### src/rtl/pkt_pkg.sv
// Shared definitions for the packet framer and the downstream tracker bench:
// FSM state encoding and the default length-field width.
package pkt_pkg;

   localparam int LEN_W_DEF = 8;

   typedef enum logic [1:0] {
      ST_IDLE = 2'd0,
      ST_HEAD = 2'd1,
      ST_BODY = 2'd2,
      ST_GAP  = 2'd3
   } state_t;

endpackage

### src/rtl/pkt_framer_if.sv
// Request port and frame-beat outputs of pkt_framer, bundled as one interface.
interface pkt_framer_if
   import pkt_pkg::*;
#(
   parameter int LEN_W = LEN_W_DEF
) ();

   logic             req_valid;
   logic [LEN_W-1:0] req_len;
   logic             req_ready;
   logic             head;
   logic             tail;
   logic             valid;
   logic             busy;
   logic             frame_done;
   logic             err_zero;

   modport master (
      output req_valid, req_len,
      input  req_ready, head, tail, valid, busy, frame_done, err_zero
   );

   modport slave (
      input  req_valid, req_len,
      output req_ready, head, tail, valid, busy, frame_done, err_zero
   );

endinterface

### src/rtl/len_fifo.sv
// Synchronous show-ahead FIFO of frame lengths; rdata is the head entry
// whenever empty is low.
module len_fifo #(
   parameter int LEN_W = 8,
   parameter int DEPTH = 4
) (
   input  logic             clock,
   input  logic             reset,
   input  logic             push,
   input  logic [LEN_W-1:0] wdata,
   input  logic             pop,
   output logic [LEN_W-1:0] rdata,
   output logic             full,
   output logic             empty
);

   localparam int            AW       = $clog2(DEPTH);
   localparam logic [AW:0]   FULL_CNT = (AW + 1)'(DEPTH);

   logic [LEN_W-1:0] mem [DEPTH];
   logic [AW-1:0]    wr_ptr;
   logic [AW-1:0]    rd_ptr;
   logic [AW:0]      count;
   logic             do_push;
   logic             do_pop;

   assign do_push = push && !full;
   assign do_pop  = pop && !empty;
   assign full    = (count == FULL_CNT);
   assign empty   = (count == '0);
   assign rdata   = mem[rd_ptr];

   always_ff @(posedge clock) begin
      if (reset) begin
         wr_ptr <= '0;
         rd_ptr <= '0;
         count  <= '0;
      end else begin
         if (do_push) wr_ptr <= wr_ptr + AW'(1);
         if (do_pop)  rd_ptr <= rd_ptr + AW'(1);
         // Simultaneous push and pop leave occupancy unchanged.
         case ({do_push, do_pop})
            2'b10:   count <= count + (AW + 1)'(1);
            2'b01:   count <= count - (AW + 1)'(1);
            default: count <= count;
         endcase
      end
   end

   always_ff @(posedge clock) begin
      if (do_push) mem[wr_ptr] <= wdata;
   end

endmodule

### src/rtl/pkt_framer.sv
// Frame generator: queues length requests and emits each as a contiguous run
// of valid beats with head/tail markers, followed by a GAP-cycle idle gap.
module pkt_framer
   import pkt_pkg::*;
#(
   parameter int LEN_W = LEN_W_DEF,
   parameter int DEPTH = 4,
   parameter int GAP   = 1
) (
   input  logic         clock,
   input  logic         reset,
   pkt_framer_if.slave  bus
);

   localparam int GW = (GAP > 1) ? $clog2(GAP + 1) : 1;

   localparam logic [1:0] S_IDLE = 2'(ST_IDLE);
   localparam logic [1:0] S_HEAD = 2'(ST_HEAD);
   localparam logic [1:0] S_BODY = 2'(ST_BODY);
   localparam logic [1:0] S_GAP  = 2'(ST_GAP);
   // With no gap configured the tail beat returns straight to IDLE.
   localparam logic [1:0] S_END  = (GAP == 0) ? S_IDLE : S_GAP;

   localparam logic [GW-1:0]    GAP_LD = GW'(GAP);
   localparam logic [LEN_W-1:0] ONE    = LEN_W'(1);

   logic [1:0]       state;
   logic [LEN_W-1:0] len_q;
   logic [LEN_W-1:0] cnt;
   logic [GW-1:0]    gap_cnt;
   logic             head_q;
   logic             tail_q;
   logic             valid_q;
   logic             done_q;
   logic             err_q;

   logic             fifo_full;
   logic             fifo_empty;
   logic             fifo_pop;
   logic             fifo_push;
   logic [LEN_W-1:0] fifo_len;

   assign bus.req_ready = !fifo_full && !reset;
   assign fifo_push     = bus.req_valid && bus.req_ready;
   assign fifo_pop      = (state == S_IDLE) && !fifo_empty;

   len_fifo #(
      .LEN_W (LEN_W),
      .DEPTH (DEPTH)
   ) u_fifo (
      .clock (clock),
      .reset (reset),
      .push  (fifo_push),
      .wdata (bus.req_len),
      .pop   (fifo_pop),
      .rdata (fifo_len),
      .full  (fifo_full),
      .empty (fifo_empty)
   );

   always_ff @(posedge clock) begin
      if (reset) begin
         state   <= S_IDLE;
         len_q   <= '0;
         cnt     <= '0;
         gap_cnt <= '0;
         head_q  <= 1'b0;
         tail_q  <= 1'b0;
         valid_q <= 1'b0;
         done_q  <= 1'b0;
         err_q   <= 1'b0;
      end else begin
         head_q  <= 1'b0;
         tail_q  <= 1'b0;
         valid_q <= 1'b0;
         done_q  <= 1'b0;
         err_q   <= 1'b0;
         case (state)
            S_IDLE: begin
               if (fifo_pop) begin
                  if (fifo_len == '0) begin
                     err_q <= 1'b1;
                  end else begin
                     len_q <= fifo_len;
                     state <= S_HEAD;
                  end
               end
            end
            S_HEAD: begin
               head_q  <= 1'b1;
               valid_q <= 1'b1;
               if (len_q == ONE) begin
                  tail_q  <= 1'b1;
                  done_q  <= 1'b1;
                  gap_cnt <= GAP_LD;
                  state   <= S_END;
               end else begin
                  cnt   <= len_q - ONE;
                  state <= S_BODY;
               end
            end
            S_BODY: begin
               valid_q <= 1'b1;
               if (cnt != '0) cnt <= cnt - ONE;
               if (cnt == ONE) begin
                  tail_q  <= 1'b1;
                  done_q  <= 1'b1;
                  gap_cnt <= GAP_LD;
                  state   <= S_END;
               end
            end
            S_GAP: begin
               if (gap_cnt != '0) gap_cnt <= gap_cnt - GW'(1);
               if (gap_cnt <= GW'(1)) state <= S_IDLE;
            end
            default: state <= S_IDLE;
         endcase
      end
   end

   assign bus.head       = head_q;
   assign bus.tail       = tail_q;
   assign bus.valid      = valid_q;
   assign bus.frame_done = done_q;
   assign bus.err_zero   = err_q;
   assign bus.busy       = (state != S_IDLE) || valid_q;

endmodule

### src/flat_wrapper.sv
// flat-port wrapper written by rule: the top's interface ports become plain ports
module pkt_framer_flat import pkt_pkg::*;
#(
   parameter int LEN_W = LEN_W_DEF,
   parameter int DEPTH = 4,
   parameter int GAP   = 1
)
  (clock, reset, bus_req_valid, bus_req_len, bus_req_ready, bus_head, bus_tail, bus_valid, bus_busy, bus_frame_done, bus_err_zero);
  pkt_framer_if #(.LEN_W(LEN_W)) bus_i ();
  input  logic clock;
  input  logic reset;
  input wire logic [$bits(bus_i.req_valid)-1:0] bus_req_valid;
  input wire logic [$bits(bus_i.req_len)-1:0] bus_req_len;
  output wire logic [$bits(bus_i.req_ready)-1:0] bus_req_ready;
  output wire logic [$bits(bus_i.head)-1:0] bus_head;
  output wire logic [$bits(bus_i.tail)-1:0] bus_tail;
  output wire logic [$bits(bus_i.valid)-1:0] bus_valid;
  output wire logic [$bits(bus_i.busy)-1:0] bus_busy;
  output wire logic [$bits(bus_i.frame_done)-1:0] bus_frame_done;
  output wire logic [$bits(bus_i.err_zero)-1:0] bus_err_zero;
  assign bus_i.req_valid = bus_req_valid;
  assign bus_i.req_len = bus_req_len;
  assign bus_req_ready = bus_i.req_ready;
  assign bus_head = bus_i.head;
  assign bus_tail = bus_i.tail;
  assign bus_valid = bus_i.valid;
  assign bus_busy = bus_i.busy;
  assign bus_frame_done = bus_i.frame_done;
  assign bus_err_zero = bus_i.err_zero;
  pkt_framer #(.LEN_W(LEN_W), .DEPTH(DEPTH), .GAP(GAP)) u_core (.clock(clock), .reset(reset), .bus(bus_i));
endmodule
### config.mk
export PLATFORM = sky130hd
export DESIGN_NAME = pkt_framer_flat
export DESIGN_NICKNAME = d
export VERILOG_FILES = /design/src/rtl/pkt_pkg.sv /design/src/rtl/pkt_framer_if.sv /design/src/rtl/len_fifo.sv /design/src/rtl/pkt_framer.sv /design/src/flat_wrapper.sv
export SDC_FILE = /design/constraint.sdc
export NUM_CORES = 1
export LEC_CHECK = 0
export ABC_AREA = 0
export CAP_MARGIN = 20
export CORE_ASPECT_RATIO = 1.25
export CORE_MARGIN = 2
export CORE_UTILIZATION = 33
export DETAILED_ROUTE_END_ITERATION = 16
export SYNTH_ARGS = -nofsm -noshare
export SYNTH_HDL_FRONTEND = slang
export SYNTH_SLANG_ARGS = --single-unit
export TNS_END_PERCENT = 20
### constraint.sdc
create_clock -name clock -period 3.3 [get_ports clock]
set_input_delay 0.99 -clock clock [delete_from_list [all_inputs] [get_ports clock]]
set_output_delay 0.99 -clock clock [all_outputs]
set_load 0.01 [all_outputs]
==> flow_metrics.tcl <==
set metrics [dict create \
    outcome "complete, no violations" \
    gpl.final_weighted_congestion 0.791 \
    max_slew_margin_pct 49.1 \
    antenna_found_initial 0 \
    grt_pass1_wl_um 8740 \
    number_of_instances_resized_during_post_cts_repair 0 \
    die_area_um2 9430 \
    critical_path.endpoint_type "primary output" \
    fp.coreArea_um2 8560 \
    final_skew_ps 6.64 \
    p_int_mw 2.04 \
    detailedPlacementHpwl_um 3590 \
    synth.distinct_cells 44 \
    share_clk_of_total_power_pct 25.4 \
    drv_slew 0 \
    die_width_um 87.3 \
    slowest_delay_ps 580 \
    post-route-drc-count 0 \
    post-route-min-period_ps 3210 \
    dp.cells 351 \
    clkTransAtPathRegs_ps 70 \
    ant_nets 0 \
    grt_start_max_net_pins 30 \
    worst_hold_slack_ps 481 \
    critPathTopFamily "buffers and inverters" \
    most_frequent_cells_in_the_layout "32 x edfxtp_1, 31 x dfxtp_1, 23 x nor2_1" \
    comb_power_share_pct 39.0 \
    net-switching-power_mw 1.08 \
    hold_path_class "reg2reg" \
    irDropWorstVdd_mv 0.347 \
    sink_count_of_the_clock_tree 63 \
    setup-violations-final 0 \
    p_per_area_nw_per_um2 923 \
    avgViaCountPerCell 5.07 \
    critical_path.slowest_cell "clkdlybuf4s50_1" \
    cp.arrival_ps 2220 \
    post_synth_inst_count 239 \
    tightestPinTransition_ps 757 \
    synthToLayoutAreaGrowth_pct 18.2 \
    detail_route.wirelength_um 5170 \
    diodes 0 \
    dr.pass1.iters 4 \
    critPathKind "in2out" \
    layout.cells.most_common "edfxtp_1" \
    cts-hold-fix-buffers 0 \
    design.portCount 18 \
    die_height_um 108 \
    grt_pass1_vias 1859 \
    final-instance-count-excl-fill 367 \
    worstPathCellList "clkdlybuf4s50_1 -> a21oi_1 -> clkdlybuf4s50_1" \
    finalHoldViolCount 0 \
    dr.first_iter.drc_count 86 \
    initial_core_utilization_pct 33.4 \
    power.share.switching_pct 34.7 \
    synth_area_um2 2860 \
    gr-total-overflow 0 \
    seq_power_share_pct 35.6 \
    clock_latency_ps 340 \
    rows 38 \
    worstSetupStartpointType "input pin" \
    max-clock-path-buffers 2 \
    ys_seq_elements 63 \
    max_cap_violations 0 \
    seq_area_frac_synth_pct 55.3 \
    syn_avg_cell_area_um2 12.0 \
    yosys_warnings 0 \
    grt_usage_pct 12.3 \
    cts_setup_buffers 0 \
    post-route-period-util_pct 97.3 \
    critical_path.most_common_cell "clkdlybuf4s50_1" \
    synth_nets 264 \
    finish.net_count 287 \
    routed_wire_length_per_instance_um 14.1 \
    ctsRootBufferMaster "clkbuf_8" \
    final_layout_size_suffix_gt1_share_pct 12.0 \
    rsz0062_at_grt "false" \
    critical_path.n_buffers_inverters 2 \
    cts_max_level 3 \
    number_of_buffers_created_by_cts 9 \
    critical_path_peak_fanout 3 \
    tritoncts "yes" \
    numPortBuffers 17 \
    num_vias 1862 \
    maxClockFrequency_mhz 312 \
    required_ps 2310 \
    tns_ps 0 \
    power.static_leakage_nw 1.21 \
]
[power groups by stage]
stage	registers, mW	logic (mW)	clock network, mW
detailed placement	1.13	1.22	0
global route	1.14	1.38	0.849
CTS	1.11	1.23	0.814
global placement	1.12	1.20	0
floorplan	1.07	0.984	0
finish	1.11	1.22	0.793
[final timing paths]
check	startpoint	to	slack, ps	cells after the start
max reg2reg	flip-flop	u_core.state[0]	870	5
max	reset	bus_req_ready	90	3
min	u_core.cnt[7]	u_core.cnt[7]	480	2
min reg2reg	u_core.cnt[7]	u_core.cnt[7]	480	2
[stage by stage]
step	worst slack (ps)	cell area, um^2	total power, mW	utilization [%]
floorplan	470	2860	2.05	-
global placement	85.2	3140	2.32	36.7
detailed placement	85.6	3140	2.35	36.7
CTS	65.3	3380	3.15	39.5
global route	10.5	3380	3.37	39.5
finish	90.3	3380	3.12	39.5
[synth_stat cells (all sizes together)]
cell type,n,area [um^2]
a21oi,19,98.9
xnor2,6,52.6
nand4,1,6.26
nand2b,3,18.8
o21a,1,7.51
a21boi,1,7.51
a211oi,2,20.0
ha,13,163
nor3,3,15.0
a41o,1,10.0
or4,2,15.0
nor4b,1,8.76
o31ai,3,22.5
a31oi,1,6.26
nor2b,2,12.5
fa,1,20.0
edfxtp,32,961
nand3b,1,7.51
buf,3,22.5
xor2,2,17.5
nor4,4,55.1
and2,1,6.26
o211ai,1,7.51
nand2,9,33.8
o21ai,12,60.1
dfxtp,31,621
mux2i,10,100
inv,14,52.6
a211o,1,8.76
o2111a,1,11.3
o22ai,3,18.8
mux4,8,180
nor3b,2,15.0
nand3,2,10.0
and3,7,43.8
or3,5,31.3
nor2,23,86.3
clkbuf,7,26.3
[state kept, by name, summed over array words and instances (netlist names), named ones only]
register,count
u_core.u_fifo.wr_ptr,2
u_core.u_fifo.count,3
u_core.bus.err_zero,1
u_core.len_q,8
u_core.u_fifo.mem,32
u_core.bus.valid,1
u_core.u_fifo.rd_ptr,2
u_core.bus.tail,1
u_core.bus.head,1
u_core.state,2
u_core.cnt,8
[kinds of logic (layout without fill, tap and decap cells)]
group / count (synthesis) / after routing / share of synthesized area [%]
flops: 63 / 63 / 55.3
mux: 18 / 18 / 9.80
fa+ha+maj: 14 / 14 / 6.39
buf+inv: 24 / 52 / 3.54
xor+xnor: 8 / 8 / 2.45
compound gates: 46 / 46 / 9.76
simple gates: 66 / 66 / 12.8
[area by class of cell]
type                       instances  area (um^2)
fill                             836         5180
clock buffer                       9          124
inverter                          14         52.6
multi-input combinational        152         1180
timing repair buffer              22          208
clock inverter                     7          111
sequential                        63         1580
tap                              100          125
[tightest hold or removal path, delay by kind of cell, from the launching register on]
| kind | cells | cell delay, ps |
|---|---|---|
| flops | 1 | 310 |
| compound gates | 2 | 120 |
[per-layer routing]
layer | part of all wire, % | global-route usage (%)
met5 | 0 | 0
met4 | 1.6 | 6.81
met3 | 3.1 | 3.21
met2 | 52 | 20.5
met1 | 43 | 14.1
Power figures use the tool's default switching activity.
